### src/rtl/pipe_hazard_ctrl.sv
// ============================================================================
// Module      : pipe_hazard_ctrl
// Description : 5-stage pipeline sequencer. It merges the load-use, taken-branch
//               and data-memory wait sources into per-stage enable and flush
//               controls. Optional macro: STALL_PERF_CNT_EN (stall counter).
// Revision    : 1.0 - initial release
// ============================================================================
`default_nettype none

module pipe_hazard_ctrl #(
   parameter int MEM_TIMEOUT = 16,
   parameter int CNT_W       = 16
) (
   input  logic             clk,
   input  logic             rst,
   input  logic [31:0]      id_instruction,
   input  logic [4:0]       ex_rd_addr,
   input  logic             ex_mem_rd_en,
   input  logic             ex_branch_taken,
   input  logic             dmem_req,
   input  logic             dmem_ack,
   output logic             pc_en,
   output logic             if_id_en,
   output logic             if_id_flush,
   output logic             id_ex_en,
   output logic             id_ex_flush,
   output logic             ex_mem_en,
   output logic             mem_wb_flush,
   output logic             mem_err,
   output logic [CNT_W-1:0] stall_cycles
);

   localparam logic [1:0] ST_RUN      = 2'd0;
   localparam logic [1:0] ST_MEM_WAIT = 2'd1;
   localparam logic [1:0] ST_ERR      = 2'd2;

   localparam logic [7:0] WAIT_LAST = 8'(MEM_TIMEOUT - 1);

   localparam logic [6:0] OP_R      = 7'b0110011;
   localparam logic [6:0] OP_STORE  = 7'b0100011;
   localparam logic [6:0] OP_BRANCH = 7'b1100011;
   localparam logic [6:0] OP_IARITH = 7'b0010011;
   localparam logic [6:0] OP_LOAD   = 7'b0000011;
   localparam logic [6:0] OP_JALR   = 7'b1100111;

   logic [1:0] state_q, state_d;
   logic [7:0] wait_cnt_q, wait_cnt_d;
   logic       mem_err_q, mem_err_d;

   logic       use_rs1, use_rs2;
   logic       load_use, mem_freeze;
   logic [4:0] rs1, rs2;

   assign rs1 = id_instruction[19:15];
   assign rs2 = id_instruction[24:20];

   always_comb begin
      use_rs1 = 1'b0;
      use_rs2 = 1'b0;
      case (id_instruction[6:0])
         OP_R, OP_STORE, OP_BRANCH: begin
            use_rs1 = 1'b1;
            use_rs2 = 1'b1;
         end
         OP_IARITH, OP_LOAD, OP_JALR: use_rs1 = 1'b1;
         default: ;
      endcase
   end

   assign load_use = ex_mem_rd_en && (ex_rd_addr != 5'd0) &&
                     ((use_rs1 && (rs1 == ex_rd_addr)) || (use_rs2 && (rs2 == ex_rd_addr)));

   assign mem_freeze = (dmem_req && !dmem_ack) || (state_q == ST_ERR);

   always_comb begin
      pc_en        = 1'b1;
      if_id_en     = 1'b1;
      if_id_flush  = 1'b0;
      id_ex_en     = 1'b1;
      id_ex_flush  = 1'b0;
      ex_mem_en    = 1'b1;
      mem_wb_flush = 1'b0;
      if (rst) begin
         pc_en        = 1'b0;
         if_id_en     = 1'b0;
         id_ex_en     = 1'b0;
         ex_mem_en    = 1'b0;
         if_id_flush  = 1'b1;
         id_ex_flush  = 1'b1;
         mem_wb_flush = 1'b1;
      end else if (mem_freeze) begin
         // Branch and load-use are held off; they re-evaluate once memory releases.
         pc_en        = 1'b0;
         if_id_en     = 1'b0;
         id_ex_en     = 1'b0;
         ex_mem_en    = 1'b0;
         mem_wb_flush = 1'b1;
      end else if (ex_branch_taken) begin
         if_id_flush = 1'b1;
         id_ex_flush = 1'b1;
      end else if (load_use) begin
         pc_en       = 1'b0;
         if_id_en    = 1'b0;
         id_ex_flush = 1'b1;
      end
   end

   always_comb begin
      state_d    = state_q;
      wait_cnt_d = wait_cnt_q;
      mem_err_d  = mem_err_q;
      case (state_q)
         ST_RUN: begin
            if (dmem_req && !dmem_ack) begin
               state_d    = ST_MEM_WAIT;
               wait_cnt_d = 8'd1;
            end
         end
         ST_MEM_WAIT: begin
            // A dropped request is released exactly like an acknowledge.
            if (!dmem_req || dmem_ack) begin
               state_d    = ST_RUN;
               wait_cnt_d = 8'd0;
            end else if (wait_cnt_q == WAIT_LAST) begin
               state_d   = ST_ERR;
               mem_err_d = 1'b1;
            end else begin
               wait_cnt_d = wait_cnt_q + 8'd1;
            end
         end
         ST_ERR: ;
         default: begin
            state_d    = ST_RUN;
            wait_cnt_d = 8'd0;
         end
      endcase
   end

   always_ff @(posedge clk) begin
      if (rst) begin
         state_q    <= ST_RUN;
         wait_cnt_q <= 8'd0;
         mem_err_q  <= 1'b0;
      end else begin
         state_q    <= state_d;
         wait_cnt_q <= wait_cnt_d;
         mem_err_q  <= mem_err_d;
      end
   end

   assign mem_err = rst ? 1'b0 : mem_err_q;

`ifdef STALL_PERF_CNT_EN
   logic [CNT_W-1:0] stall_cnt_q, stall_cnt_d;

   always_comb begin
      stall_cnt_d = stall_cnt_q;
      if (!pc_en && (stall_cnt_q != {CNT_W{1'b1}}))
         stall_cnt_d = stall_cnt_q + CNT_W'(1);
   end

   always_ff @(posedge clk) begin
      if (rst)
         stall_cnt_q <= '0;
      else
         stall_cnt_q <= stall_cnt_d;
   end

   assign stall_cycles = rst ? '0 : stall_cnt_q;
`else
   assign stall_cycles = '0;
`endif

endmodule

`default_nettype wire

### config.mk
export PLATFORM = sky130hd
export DESIGN_NAME = pipe_hazard_ctrl
export DESIGN_NICKNAME = d
export VERILOG_FILES = /design/src/rtl/pipe_hazard_ctrl.sv
export SDC_FILE = /design/constraint.sdc
export NUM_CORES = 1
export LEC_CHECK = 0
export ABC_AREA = 1
export BUFFER_PORTS_ARGS = -buffer_cell sky130_fd_sc_hd__buf_4
export CORE_MARGIN = 3
export CORE_UTILIZATION = 47
export DETAILED_ROUTE_END_ITERATION = 8
export PLACE_DENSITY = 0.95
export SETUP_SLACK_MARGIN = 0.02
export SYNTH_ARGS = -nofsm -noshare
export SYNTH_HDL_FRONTEND = slang
export SYNTH_SLANG_ARGS = --single-unit
### constraint.sdc
create_clock -name clk -period 2.2 [get_ports clk]
set_input_delay 0.33 -clock clk [delete_from_list [all_inputs] [get_ports clk]]
set_output_delay 0.33 -clock clk [all_outputs]
set_load 0.01 [all_outputs]
==> impl_metrics.py <==
metrics = {
    "placed_design": {
        "port_buffers": 35,
        "gp_congestion": 0.868,
        "place_hpwl_mm": 1.98,
    },
    "clock_network": {
        "cts_buffers": 3,
        "clock_latency_ns": 0.27,
        "hold_buffers": 0,
        "post_cts_buffers": 0,
        "cts_root_buf": "clkbuf_4",
        "cts_resized": 0,
        "cts_buffer_depth": 2,
        "clkTransAtPathRegs_ns": 0.08,
        "cts_tree": "yes",
        "h-tree-depth": 1,
        "clock-sinks": 11,
    },
    "yosys": {
        "synth_top_area_share_pct": 19.4,
        "synth_area_leaders": "dfxtp_1 19%, nand2_1 18%, inv_1 13%",
        "ys_seq_elements": 11,
        "yosysTopAreaCell": "dfxtp_1",
        "synth_async_sr_flop_share_pct": 0,
        "syn-cell-area_um2": 1140,
        "synth.distinct_cells": 28,
        "yosysMostFrequentCell": "nand2_1",
        "ys_warn_count": 0,
        "synth_edf_count": 0,
        "synthFlopType": "dfxtp_1",
        "synth.yosys.seq_area_share_pct": 19.4,
        "avgSynthCellArea_um2": 6.05,
        "syn_inst": 188,
        "synth_commonest_cells": "54 x nand2_1, 40 x inv_1, 18 x buf_4",
    },
    "sta": {
        "clock_skew_ns": 0.00539,
        "hold_viol_final": 0,
        "setup_viol": 0,
        "period_minus_slack_ns": 1.78,
        "hold_ws_ns": 0.309,
        "period_share_pct": 81.1,
        "fmax_ghz": 0.561,
        "fin_setup_tns_ns": 0,
        "finalMaxSlewViolations": 0,
        "rsz0062_at_grt": "false",
    },
    "setup_path": {
        "reg2reg_to": "wait_cnt_q[4]$_SDFFE_PP0P_",
        "critPathKind": "reg2out",
        "critical_path.max_stage_delay_ns": 0.36,
        "reg2reg_depth": 9,
        "r2r-start": "wait_cnt_q[0]$_SDFFE_PP0P_",
        "timing.critical_path.mode_cell": "nand2_1",
        "path_max_fanout": 4,
        "path_cells": "inv_1, nand2_1, nand2_1, nor2_1, nand2_1, inv_1, buf_4",
        "path_buf_inv": 3,
        "critical_path_arrival_ns": 1.45,
        "crit_family": "simple AND/OR/NAND/NOR gates",
        "required_ns": 1.87,
        "cp-start-kind": "register",
        "rrSetupSlack_ns": 0.78,
        "cp-end-kind": "output port",
        "slowest_stage": "dfxtp_1",
    },
    "die": {
        "die_area_um2": 3050,
        "chipHeight_um": 55.2,
        "core_um2": 2250,
        "rows": 17,
        "die_w_um": 55.2,
        "top_level_ports": 67,
        "start_util_pct": 50.4,
    },
    "power": {
        "leakage_uw": 0.000793,
        "power_density_nw_per_um2": 358,
        "ir_drop_v": 0.000186,
    },
    "detailed_routing": {
        "drt-initial-drc-count": 21,
        "ant_nets": 0,
        "drc": 0,
        "wire_per_inst_um": 9.35,
        "wl_mm": 2.34,
        "dr_total_vias": 1146,
        "vias_per_cell": 4.58,
        "firstDrtPassIters": 4,
    },
    "hold_path": {
        "hp-class": "in2reg",
        "hold_depth": 2,
        "hold_end": "state_q[1]$_SDFFE_PP0P_",
        "min_from": "rst",
    },
    "status": {
        "outcome": "complete, no violations",
    },
    "grt": {
        "grt_pass1_vias": 921,
        "grtUsageMet2_pct": 27.8,
        "grt_first_pass_wirelength_mm": 3.52,
        "antenna_found_initial": 0,
        "grt_usage_pct": 15.5,
        "grt_max_degree": 13,
        "groute.layer.met1.usage_pct": 19.2,
        "busiest_layer": "met2",
        "use_met3_pct": 1.61,
        "grt_overflow": 0,
    },
    "job": {
        "max_cap_violations": 0,
    },
    "layout": {
        "nets": 267,
        "drive_gt1_share_pct": 25.7,
        "antenna_cells": 0,
        "syn_to_final_growth_pct": 20.4,
    },
}
==> cell usage in the layout (no fill, tap or decap), drive strengths merged, types with 2 or more instances in the layout <==
cell     n
nand3   10
nand2   58
inv     41
nor2    21
conb    16
a21oi   10
o21ai    2
dfxtp   11
buf     35
clkbuf   3
nand4    6
==> report_power, final <==
| part | switching [µW] | total (µW) | leakage, µW | internal (µW) |
|---|---|---|---|---|
| sequential | 2.32 | 204 | 0.0000889 | 201 |
| combinational | 80.8 | 147 | 0.000686 | 66.1 |
| clock | 72.8 | 140 | 0.0000177 | 67.3 |
| total | 156 | 491 | 0.000793 | 335 |
==> cell type report <==
cell class              count  area [µm²]
fillers                   215         886
multi-input cells         131         669
repair buffers             35         263
flip-flops and latches     11         220
inverters                  41         154
well taps                  28        35.0
clock buffers               3        22.5
clock inverters             1        5.00
==> cell families after synthesis <==
kind of cell             synth area share (%)
buffers and inverters                    26.7
AND/OR/NAND/NOR                          42.8
flip-flops                               19.4
AO/OA/AOI/OAI                            8.14
XOR/XNOR                                 1.54
other                                   0.330
adder cells (fa/ha/maj)                  1.10
==> registers in the layout, indices dropped and copies added (netlist names) <==
name,cells
state_q,2
wait_cnt_q,8
mem_err_q,1
==> metal layers <==
metal  up-vias  part of all wire, %
met2        53                   49
met1       487                   42
met5         -                    0
met3         4                  8.0
li1        602                    -
met4         0                  1.2
==> worst max path at each step <==
stage               slack [ns]  depth (start not counted)  endpoint               startpoint
floorplan                 0.66                          7     pc_en  state_q[0]$_SDFFE_PP0P_
global placement          0.59                         12     pc_en            ex_rd_addr[2]
detailed placement        0.56                         12  if_id_en            ex_rd_addr[2]
CTS                       0.39                          7  if_id_en  state_q[0]$_SDFFE_PP0P_
global route              0.28                          7  if_id_en  state_q[0]$_SDFFE_PP0P_
finish                    0.42                          7  if_id_en  state_q[0]$_SDFFE_PP0P_
==> per-stage QoR <==
step / setup slack [ns] / util [%] / cells / cell area, µm² / total power [µW]
floorplan: 0.656 / - / 203 / 1190 / 313
global placement: 0.595 / 59.5 / 246 / 1340 / 351
detailed placement: 0.561 / 59.5 / 246 / 1340 / 354
CTS: 0.395 / 60.7 / 250 / 1370 / 493
global route: 0.275 / 60.7 / 250 / 1370 / 519
finish: 0.416 / 60.7 / 250 / 1370 / 491
No activity file was read; power rests on OpenSTA's default activity.
